==> src/rtl/bridge_master_arbiter_pkg.sv <==
// bridge_arb_pkg: shared types for the bridge master arbiter.
//   arb_state_e : transaction FSM states
//   id_w()      : width of a requester index for n requesters (min 1)
`ifndef MERGED_REQUEST_WIDTH
`define MERGED_REQUEST_WIDTH 72
`endif

package bridge_arb_pkg;

  typedef enum logic [1:0] {
    IDLE      = 2'd0,
    GRANT     = 2'd1,
    WAIT_RESP = 2'd2,
    RETURN    = 2'd3
  } arb_state_e;

  function automatic int id_w(input int n);
    return (n > 1) ? $clog2(n) : 1;
  endfunction

endpackage

==> src/rtl/bridge_master_arbiter_if.sv <==
// bridge_master_arbiter_if: requester-side and bridge-side handshake bundle.
//   master modport : the arbiter (consumes requests, produces responses,
//                    produces bridge requests, consumes bridge responses)
//   slave modport  : the environment (flit buffers + bridge_master)
// Requester i uses bit i of the vectors and slice [i*W +: W] of req_data.
`ifndef MERGED_REQUEST_WIDTH
`define MERGED_REQUEST_WIDTH 72
`endif

interface bridge_master_arbiter_if #(
  parameter int N_REQ = 4,
  parameter int W     = `MERGED_REQUEST_WIDTH
);
  // requester side
  logic [N_REQ-1:0]   req_avail;
  logic [N_REQ-1:0]   req_taken;
  logic [N_REQ*W-1:0] req_data;
  logic [N_REQ-1:0]   rsp_avail;
  logic [N_REQ-1:0]   rsp_taken;
  logic [W-1:0]       rsp_data;
  // bridge side
  logic               data_to_bridge_avail;
  logic               data_to_bridge_taken;
  logic [W-1:0]       merged_request_buffer_to_bridge;
  logic               data_from_bridge_avail;
  logic               data_from_bridge_taken;
  logic [W-1:0]       merged_request_bridge_to_buffer;

  modport master (
    input  req_avail, req_data, rsp_taken,
    input  data_to_bridge_taken, data_from_bridge_avail,
    input  merged_request_bridge_to_buffer,
    output req_taken, rsp_avail, rsp_data,
    output data_to_bridge_avail, merged_request_buffer_to_bridge,
    output data_from_bridge_taken
  );

  modport slave (
    output req_avail, req_data, rsp_taken,
    output data_to_bridge_taken, data_from_bridge_avail,
    output merged_request_bridge_to_buffer,
    input  req_taken, rsp_avail, rsp_data,
    input  data_to_bridge_avail, merged_request_buffer_to_bridge,
    input  data_from_bridge_taken
  );
endinterface

==> src/rtl/bridge_master_arbiter_rr_pick.sv <==
// rr_pick: combinational round-robin priority picker.
//   req_i : request vector
//   ptr_i : highest-priority index (must be < N)
//   gnt_o : one-hot grant, first set bit scanning upward from ptr_i, wrapping
//   idx_o : index of the granted bit
//   any_o : at least one request present
module rr_pick #(
  parameter int N   = 4,
  parameter int IDW = 2
) (
  input  logic [N-1:0]   req_i,
  input  logic [IDW-1:0] ptr_i,
  output logic [N-1:0]   gnt_o,
  output logic [IDW-1:0] idx_o,
  output logic           any_o
);

  // One spare bit so ptr + offset (max 2N-2) cannot overflow before the wrap.
  logic [IDW:0] j;

  always_comb begin
    gnt_o = '0;
    idx_o = '0;
    any_o = 1'b0;
    j     = '0;
    // Walk from the farthest offset down to offset 0 so the nearest
    // requester to ptr_i is written last and wins.
    for (int k = N - 1; k >= 0; k--) begin
      j = {1'b0, ptr_i} + (IDW+1)'(k);
      if (j >= (IDW+1)'(N)) j = j - (IDW+1)'(N);
      if (req_i[j[IDW-1:0]]) begin
        gnt_o              = '0;
        gnt_o[j[IDW-1:0]]  = 1'b1;
        idx_o              = j[IDW-1:0];
        any_o              = 1'b1;
      end
    end
  end

endmodule

==> src/rtl/bridge_master_arbiter.sv <==
// bridge_master_arbiter: shares one bridge_master between N_REQ requesters,
// one transaction in flight at a time, round-robin among waiting requesters.
//   clk, res  : clock, synchronous active-high reset
//   bus       : requester + bridge handshakes (master modport)
//   busy      : a transaction is in flight
//   grant_id  : owner of the current transaction
// All outputs come straight from flops.
`ifndef MERGED_REQUEST_WIDTH
`define MERGED_REQUEST_WIDTH 72
`endif

module bridge_master_arbiter
  import bridge_arb_pkg::*;
#(
  parameter int N_REQ = 4,
  parameter int W     = `MERGED_REQUEST_WIDTH
) (
  input  logic                     clk,
  input  logic                     res,
  bridge_master_arbiter_if.master  bus,
  output logic                     busy,
  output logic [id_w(N_REQ)-1:0]   grant_id
);

  localparam int IDW = id_w(N_REQ);

  arb_state_e       state_q, state_d;
  logic [IDW-1:0]   rr_ptr_q, rr_ptr_d;
  logic [IDW-1:0]   owner_q, owner_d;
  logic [W-1:0]     req_reg_q, req_reg_d;
  logic [W-1:0]     rsp_reg_q, rsp_reg_d;
  logic [N_REQ-1:0] req_taken_q, req_taken_d;
  logic [N_REQ-1:0] rsp_avail_q, rsp_avail_d;
  logic             dtb_avail_q, dtb_avail_d;
  logic             dfb_taken_q, dfb_taken_d;
  logic             busy_q, busy_d;

  logic [N_REQ-1:0] pick_gnt;
  logic [IDW-1:0]   pick_idx;
  logic             pick_any;
  logic [W-1:0]     sel_req;

  rr_pick #(.N(N_REQ), .IDW(IDW)) u_pick (
    .req_i (bus.req_avail),
    .ptr_i (rr_ptr_q),
    .gnt_o (pick_gnt),
    .idx_o (pick_idx),
    .any_o (pick_any)
  );

  // One-hot AND-OR mux of the winner's payload.
  always_comb begin
    sel_req = '0;
    for (int i = 0; i < N_REQ; i++)
      if (pick_gnt[i]) sel_req = sel_req | bus.req_data[i*W +: W];
  end

  always_comb begin
    state_d     = state_q;
    rr_ptr_d    = rr_ptr_q;
    owner_d     = owner_q;
    req_reg_d   = req_reg_q;
    rsp_reg_d   = rsp_reg_q;
    req_taken_d = '0;
    rsp_avail_d = rsp_avail_q;
    dtb_avail_d = dtb_avail_q;
    dfb_taken_d = 1'b0;
    unique case (state_q)
      IDLE: if (pick_any) begin
        req_reg_d   = sel_req;
        owner_d     = pick_idx;
        req_taken_d = pick_gnt;
        dtb_avail_d = 1'b1;    // presented to the bridge alongside req_taken
        state_d     = GRANT;
      end
      GRANT: if (bus.data_to_bridge_taken) begin
        dtb_avail_d = 1'b0;
        state_d     = WAIT_RESP;
      end
      WAIT_RESP: if (bus.data_from_bridge_avail) begin
        rsp_reg_d            = bus.merged_request_bridge_to_buffer;
        dfb_taken_d          = 1'b1;
        rsp_avail_d          = '0;
        rsp_avail_d[owner_q] = 1'b1;
        state_d              = RETURN;
      end
      RETURN: if (bus.rsp_taken[owner_q]) begin
        rsp_avail_d = '0;
        // Finished requester drops to lowest priority.
        rr_ptr_d    = (owner_q == IDW'(N_REQ - 1)) ? '0 : owner_q + 1'b1;
        state_d     = IDLE;
      end
      default: state_d = IDLE;
    endcase
    busy_d = (state_d != IDLE);
  end

  always_ff @(posedge clk) begin
    if (res) begin
      state_q     <= IDLE;
      rr_ptr_q    <= '0;
      owner_q     <= '0;
      req_reg_q   <= '0;
      rsp_reg_q   <= '0;
      req_taken_q <= '0;
      rsp_avail_q <= '0;
      dtb_avail_q <= 1'b0;
      dfb_taken_q <= 1'b0;
      busy_q      <= 1'b0;
    end else begin
      state_q     <= state_d;
      rr_ptr_q    <= rr_ptr_d;
      owner_q     <= owner_d;
      req_reg_q   <= req_reg_d;
      rsp_reg_q   <= rsp_reg_d;
      req_taken_q <= req_taken_d;
      rsp_avail_q <= rsp_avail_d;
      dtb_avail_q <= dtb_avail_d;
      dfb_taken_q <= dfb_taken_d;
      busy_q      <= busy_d;
    end
  end

  assign bus.req_taken                       = req_taken_q;
  assign bus.rsp_avail                       = rsp_avail_q;
  assign bus.rsp_data                        = rsp_reg_q;
  assign bus.data_to_bridge_avail            = dtb_avail_q;
  assign bus.merged_request_buffer_to_bridge = req_reg_q;
  assign bus.data_from_bridge_taken          = dfb_taken_q;
  assign busy                                = busy_q;
  assign grant_id                            = owner_q;

endmodule

==> src/flat_wrapper.sv <==
// flat-port wrapper written by rule: the top's interface ports become plain ports
module bridge_master_arbiter_flat import bridge_arb_pkg::*;
#(
  parameter int N_REQ = 4,
  parameter int W     = `MERGED_REQUEST_WIDTH
)
  (clk, res, busy, grant_id, bus_req_avail, bus_req_data, bus_rsp_taken, bus_data_to_bridge_taken, bus_data_from_bridge_avail, bus_merged_request_bridge_to_buffer, bus_req_taken, bus_rsp_avail, bus_rsp_data, bus_data_to_bridge_avail, bus_merged_request_buffer_to_bridge, bus_data_from_bridge_taken);
  bridge_master_arbiter_if #(.N_REQ(N_REQ), .W(W)) bus_i ();
  input  logic clk;
  input  logic res;
  output logic busy;
  output logic [id_w(N_REQ)-1:0] grant_id;
  input wire logic [$bits(bus_i.req_avail)-1:0] bus_req_avail;
  input wire logic [$bits(bus_i.req_data)-1:0] bus_req_data;
  input wire logic [$bits(bus_i.rsp_taken)-1:0] bus_rsp_taken;
  input wire logic [$bits(bus_i.data_to_bridge_taken)-1:0] bus_data_to_bridge_taken;
  input wire logic [$bits(bus_i.data_from_bridge_avail)-1:0] bus_data_from_bridge_avail;
  input wire logic [$bits(bus_i.merged_request_bridge_to_buffer)-1:0] bus_merged_request_bridge_to_buffer;
  output wire logic [$bits(bus_i.req_taken)-1:0] bus_req_taken;
  output wire logic [$bits(bus_i.rsp_avail)-1:0] bus_rsp_avail;
  output wire logic [$bits(bus_i.rsp_data)-1:0] bus_rsp_data;
  output wire logic [$bits(bus_i.data_to_bridge_avail)-1:0] bus_data_to_bridge_avail;
  output wire logic [$bits(bus_i.merged_request_buffer_to_bridge)-1:0] bus_merged_request_buffer_to_bridge;
  output wire logic [$bits(bus_i.data_from_bridge_taken)-1:0] bus_data_from_bridge_taken;
  assign bus_i.req_avail = bus_req_avail;
  assign bus_i.req_data = bus_req_data;
  assign bus_i.rsp_taken = bus_rsp_taken;
  assign bus_i.data_to_bridge_taken = bus_data_to_bridge_taken;
  assign bus_i.data_from_bridge_avail = bus_data_from_bridge_avail;
  assign bus_i.merged_request_bridge_to_buffer = bus_merged_request_bridge_to_buffer;
  assign bus_req_taken = bus_i.req_taken;
  assign bus_rsp_avail = bus_i.rsp_avail;
  assign bus_rsp_data = bus_i.rsp_data;
  assign bus_data_to_bridge_avail = bus_i.data_to_bridge_avail;
  assign bus_merged_request_buffer_to_bridge = bus_i.merged_request_buffer_to_bridge;
  assign bus_data_from_bridge_taken = bus_i.data_from_bridge_taken;
  bridge_master_arbiter #(.N_REQ(N_REQ), .W(W)) u_core (.clk(clk), .res(res), .bus(bus_i), .busy(busy), .grant_id(grant_id));
endmodule
==> config.mk <==
export PLATFORM = sky130hd
export DESIGN_NAME = bridge_master_arbiter_flat
export DESIGN_NICKNAME = d
export VERILOG_FILES = /design/src/rtl/bridge_master_arbiter_pkg.sv /design/src/rtl/bridge_master_arbiter_if.sv /design/src/rtl/bridge_master_arbiter_rr_pick.sv /design/src/rtl/bridge_master_arbiter.sv /design/src/flat_wrapper.sv
export SDC_FILE = /design/constraint.sdc
export NUM_CORES = 1
export LEC_CHECK = 0
export ABC_AREA = 1
export BUFFER_PORTS_ARGS = -buffer_cell sky130_fd_sc_hd__buf_2
export CAP_MARGIN = 30
export CORE_AREA = 2 2 206 208
export CTS_BUF_LIST = sky130_fd_sc_hd__clkbuf_4 sky130_fd_sc_hd__clkbuf_8
export DETAILED_ROUTE_END_ITERATION = 10
export DIE_AREA = 0 0 208 210
export SKIP_LAST_GASP = 1
export SLEW_MARGIN = 10
export SYNTH_ARGS = -nofsm -noshare
export SYNTH_HDL_FRONTEND = slang
export SYNTH_HIERARCHICAL = 1
export SYNTH_SLANG_ARGS = --single-unit
export TNS_END_PERCENT = 100
==> constraint.sdc <==
create_clock -name clk -period 3.8 [get_ports clk]
set_clock_uncertainty 0.1 [all_clocks]
set_input_delay 0.38 -clock clk [delete_from_list [all_inputs] [get_ports clk]]
set_output_delay 0.38 -clock clk [all_outputs]
set_load 0.005 [all_outputs]
==> impl_metrics.py <==
metrics = {
    "placement": {
        "place.detailed.instances": 2195,
        "port-buffer-count": 528,
        "dpl.hpwl_um": 30900,
        "post_dp_cell_area_mm2": 0.0109,
        "post-place-ws_ns": 0.747,
        "gp_congestion": 0.965,
    },
    "grt": {
        "global_route_wire_length_before_repair_um": 61500,
        "grtUsageTotal_pct": 18.7,
        "maximum_number_of_pins_on_one_net_before_global_route_repair": 77,
        "global_route.overflow_total": 0,
        "antenna_found_initial": 22,
        "number_of_global_route_vias_before_repair": 10700,
    },
    "worst_setup_path": {
        "cp_data_required_time_ns": 4.20,
        "timing.rr.end": "u_core/bus.merged_request_buffer_to_bridge[11]",
        "kind_of_start_point_of_the_critical_path": "register",
        "regToRegSetupSlack_ns": 0.31,
        "timing.critical_path.to_type": "register",
        "timing.rr.start": "u_core/rr_ptr_q[1]",
        "critPathKind": "reg -> reg",
        "crit_arrival_ns": 3.89,
        "worst-path-max-fanout": 27,
        "count_of_cells_along_the_worst_register_to_register_path": 17,
    },
    "job": {
        "drv_cap": 0,
    },
    "route": {
        "vias_per_cell": 4.49,
        "drt_drc_violations_left": 0,
        "ant_nets": 0,
        "dr_total_vias": 10800,
        "drt_pass_1_iters": 5,
        "postRouteWirelength_um": 41800,
        "wl_per_cell_um": 17.5,
        "drc_violation_total_after_the_first_tritonroute_iteration": 904,
    },
    "sta": {
        "hold_ws_ns": 0.0729,
        "grt_setup_unrepaired": "false",
        "finalWorstPathRequiredPeriod_ns": 3.49,
        "tightest_slew_ns": 0.713,
        "timing.setup.tns_ns": 0,
        "max_freq_mhz": 286,
        "hold_viol_final": 0,
        "timing.final.ws_setup_ns": 0.305,
        "maxSlewViolCount": 0,
        "fin_crit_sh_pct": 92.0,
        "timing.final.setup_violations": 0,
        "slew_headroom_pct": 52.4,
    },
    "cells_and_area": {
        "area_delta_synth_final_pct": 66.2,
        "final-seq-area_mm2": 0.00322,
        "multiInputGateArea_mm2": 0.00407,
        "final_net_count": 2224,
        "layout.core_utilization_pct": 31.3,
        "drive_above_1_share_pct": 32.5,
        "layoutNonFillerInstCount": 2397,
        "fillers": 4458,
        "design_area_mm2": 0.0130,
    },
    "die": {
        "die_h_um": 210,
        "core_mm2": 0.0415,
        "floorplan.initialDensity_pct": 18.9,
        "pin_count": 529,
        "die-width_um": 208,
        "die_area_mm2": 0.0437,
        "num_rows": 75,
    },
    "worst_hold_path": {
        "worst_hold_path_type": "in -> reg",
        "hold_start": "bus_req_data[139]",
        "worst_hold_path.endpoint": "u_core/bus.merged_request_buffer_to_bridge[67]",
        "hold_path_depth": 5,
    },
    "logic_synthesis": {
        "synthDominantCellAreaShare_pct": 41.2,
        "synth_xor_xnor_area_share_pct": 0,
        "post_synth.cell_area_avg_um2": 6.56,
        "post_synth_inst_count": 1192,
        "synth_nets": 1576,
        "synth.distinct_cells": 24,
        "synth.area.mux_share_pct": 0,
        "synth_sequential_area_ratio_pct": 41.2,
        "synth-adder-area-share_pct": 1.92,
        "synth_seq_cells": 161,
        "synth_area_leader_cell": "sky130_fd_sc_hd__dfxtp_1",
        "synth_simple_gate_area_share_pct": 39.4,
        "synth_area_mm2": 0.00782,
        "synth.top_cells.by_area": "sky130_fd_sc_hd__dfxtp_1, sky130_fd_sc_hd__nand2_1, sky130_fd_sc_hd__nor2_1",
        "largest_family_of_logic_cells_by_synthesized_area": "simple AND/OR/NAND/NOR gates",
        "yosys_warnings": 6,
        "synth_compound_area_share_pct": 10.6,
    },
    "clock_tree": {
        "clkSlewWorstSetupHoldPaths_ns": 0.11,
        "cts-htree-levels": 4,
        "cts.root.buffer_cell": "sky130_fd_sc_hd__clkbuf_8",
        "ctsLongestPathBuffers": 2,
        "tritoncts": "done",
        "cts_setup_buffers": 0,
        "clkSinkCount": 161,
        "numCtsBuffers": 17,
        "insertion_delay_ns": 0.55,
    },
    "power_and_ir_drop": {
        "irDropWorstVdd_mv": 0.210,
        "power_density_mw_per_mm2": 374,
        "power_mw": 4.87,
        "cellLeakagePower_nw": 6.33,
    },
    "status": {
        "run_status": "finished clean",
    },
}
how the worst max path moves through the flow:
stage,start,to,cells past startpoint
after global routing,u_core/rr_ptr_q[1],u_core/bus.merged_request_buffer_to_bridge[16],16
after detailed placement,u_core/rr_ptr_q[0],u_core/bus.merged_request_buffer_to_bridge[11],16
final,u_core/rr_ptr_q[1],u_core/bus.merged_request_buffer_to_bridge[11],17
after CTS,u_core/rr_ptr_q[0],u_core/bus.merged_request_buffer_to_bridge[11],17
after global placement,u_core/rr_ptr_q[0],u_core/bus.merged_request_buffer_to_bridge[11],16
after floorplan,u_core/rr_ptr_q[0],u_core/bus.merged_request_buffer_to_bridge[52],16
layout by cell type (no fill, tap or decap), types with 6 or more instances in the layout:
cell type,count
sky130_fd_sc_hd__a21oi_1,11
sky130_fd_sc_hd__buf_2,528
sky130_fd_sc_hd__buf_4,9
sky130_fd_sc_hd__clkbuf_8,17
sky130_fd_sc_hd__dfxtp_1,160
sky130_fd_sc_hd__dlygate4sd3_1,165
sky130_fd_sc_hd__ha_1,12
sky130_fd_sc_hd__inv_1,22
sky130_fd_sc_hd__inv_2,6
sky130_fd_sc_hd__inv_6,7
sky130_fd_sc_hd__nand2_1,330
sky130_fd_sc_hd__nand2_2,7
sky130_fd_sc_hd__nand3_1,18
sky130_fd_sc_hd__nand4_1,75
sky130_fd_sc_hd__nor2_1,300
sky130_fd_sc_hd__o21ai_0,103
sky130_fd_sc_hd__o21ai_1,50
worst max-delay path, cell delays in order (launching register included):
cell and delay [ns]:
sky130_fd_sc_hd__dfxtp_1 0.52, sky130_fd_sc_hd__inv_1 0.19, sky130_fd_sc_hd__ha_1 0.36, sky130_fd_sc_hd__inv_1 0.13, sky130_fd_sc_hd__nand3_1 0.09, sky130_fd_sc_hd__nand2_1 0.10
sky130_fd_sc_hd__inv_2 0.05, sky130_fd_sc_hd__nor2_2 0.12, sky130_fd_sc_hd__nand2_1 0.06, sky130_fd_sc_hd__nand3_1 0.07, sky130_fd_sc_hd__nand2_1 0.06, sky130_fd_sc_hd__clkinv_2 0.20
sky130_fd_sc_hd__buf_4 0.37, sky130_fd_sc_hd__nand2_1 0.19, sky130_fd_sc_hd__nand4_1 0.12, sky130_fd_sc_hd__dlygate4sd3_1 0.55, sky130_fd_sc_hd__nor2_1 0.04, sky130_fd_sc_hd__nor2_1 0.09
flip-flops by register name, indices dropped and copies added, names as in the netlist:
| name | count |
|---|---|
| u_core/bus.merged_request_buffer_to_bridge | 72 |
| u_core/rr_ptr_q | 2 |
| u_core/state_q | 2 |
| u_core/grant_id | 2 |
| u_core/bus.data_from_bridge_taken | 1 |
| u_core/bus.rsp_data | 72 |
| u_core/bus.data_to_bridge_avail | 1 |
| u_core/bus.rsp_avail | 4 |
| u_core/bus.req_taken | 4 |
| u_core/busy | 1 |
cell usage after synthesis (all sizes together):
cell    count
clkbuf     20
dfxtp     161
ha         12
a21oi      11
inv        33
or2         3
buf        58
nor2      304
o21ai     153
o211ai      1
nand2     339
nand4      75
nand3      22
report_power, final:
part / leakage, nW / internal, mW / total [mW] / switching, mW
combinational: 4.79 / 0.668 / 1.46 / 0.795
clock: 0.212 / 0.616 / 1.44 / 0.819
sequential: 1.32 / 1.87 / 1.97 / 0.101
total: 6.33 / 3.15 / 4.87 / 1.72
logic make-up after synthesis:
family,after synthesis
simple gates,743
compound gates,165
flops,161
buf+inv,111
fa+ha+maj,12
repair_timing:
action	in CTS	in global routing
setup endpoints to repair	0	23
hold buffers	165	0
hold endpoints to repair	129	0
resized for setup	0	2
layout make-up:
cell class / count / area share (%)
multi-input combinational: 920 / 31.3
timing repair buffer: 707 / 34.3
inverter: 33 / 1.03
clock inverter: 15 / 1.48
sequential: 161 / 24.8
clock buffer: 17 / 1.80
tap: 539 / 5.19
antenna: 5 / 0.0963
metal layers:
layer  vias up  wire [um]  share of wire (%)  track usage, %
met5         -        126               0.30               0
met4        20       1500                3.6            8.68
met3        84       3770                9.0            6.17
met2       557      20600                 49            33.2
met1      4949      15900                 38            20.0
li1       5144          -                  -               -
Power figures use the tool's default switching activity.
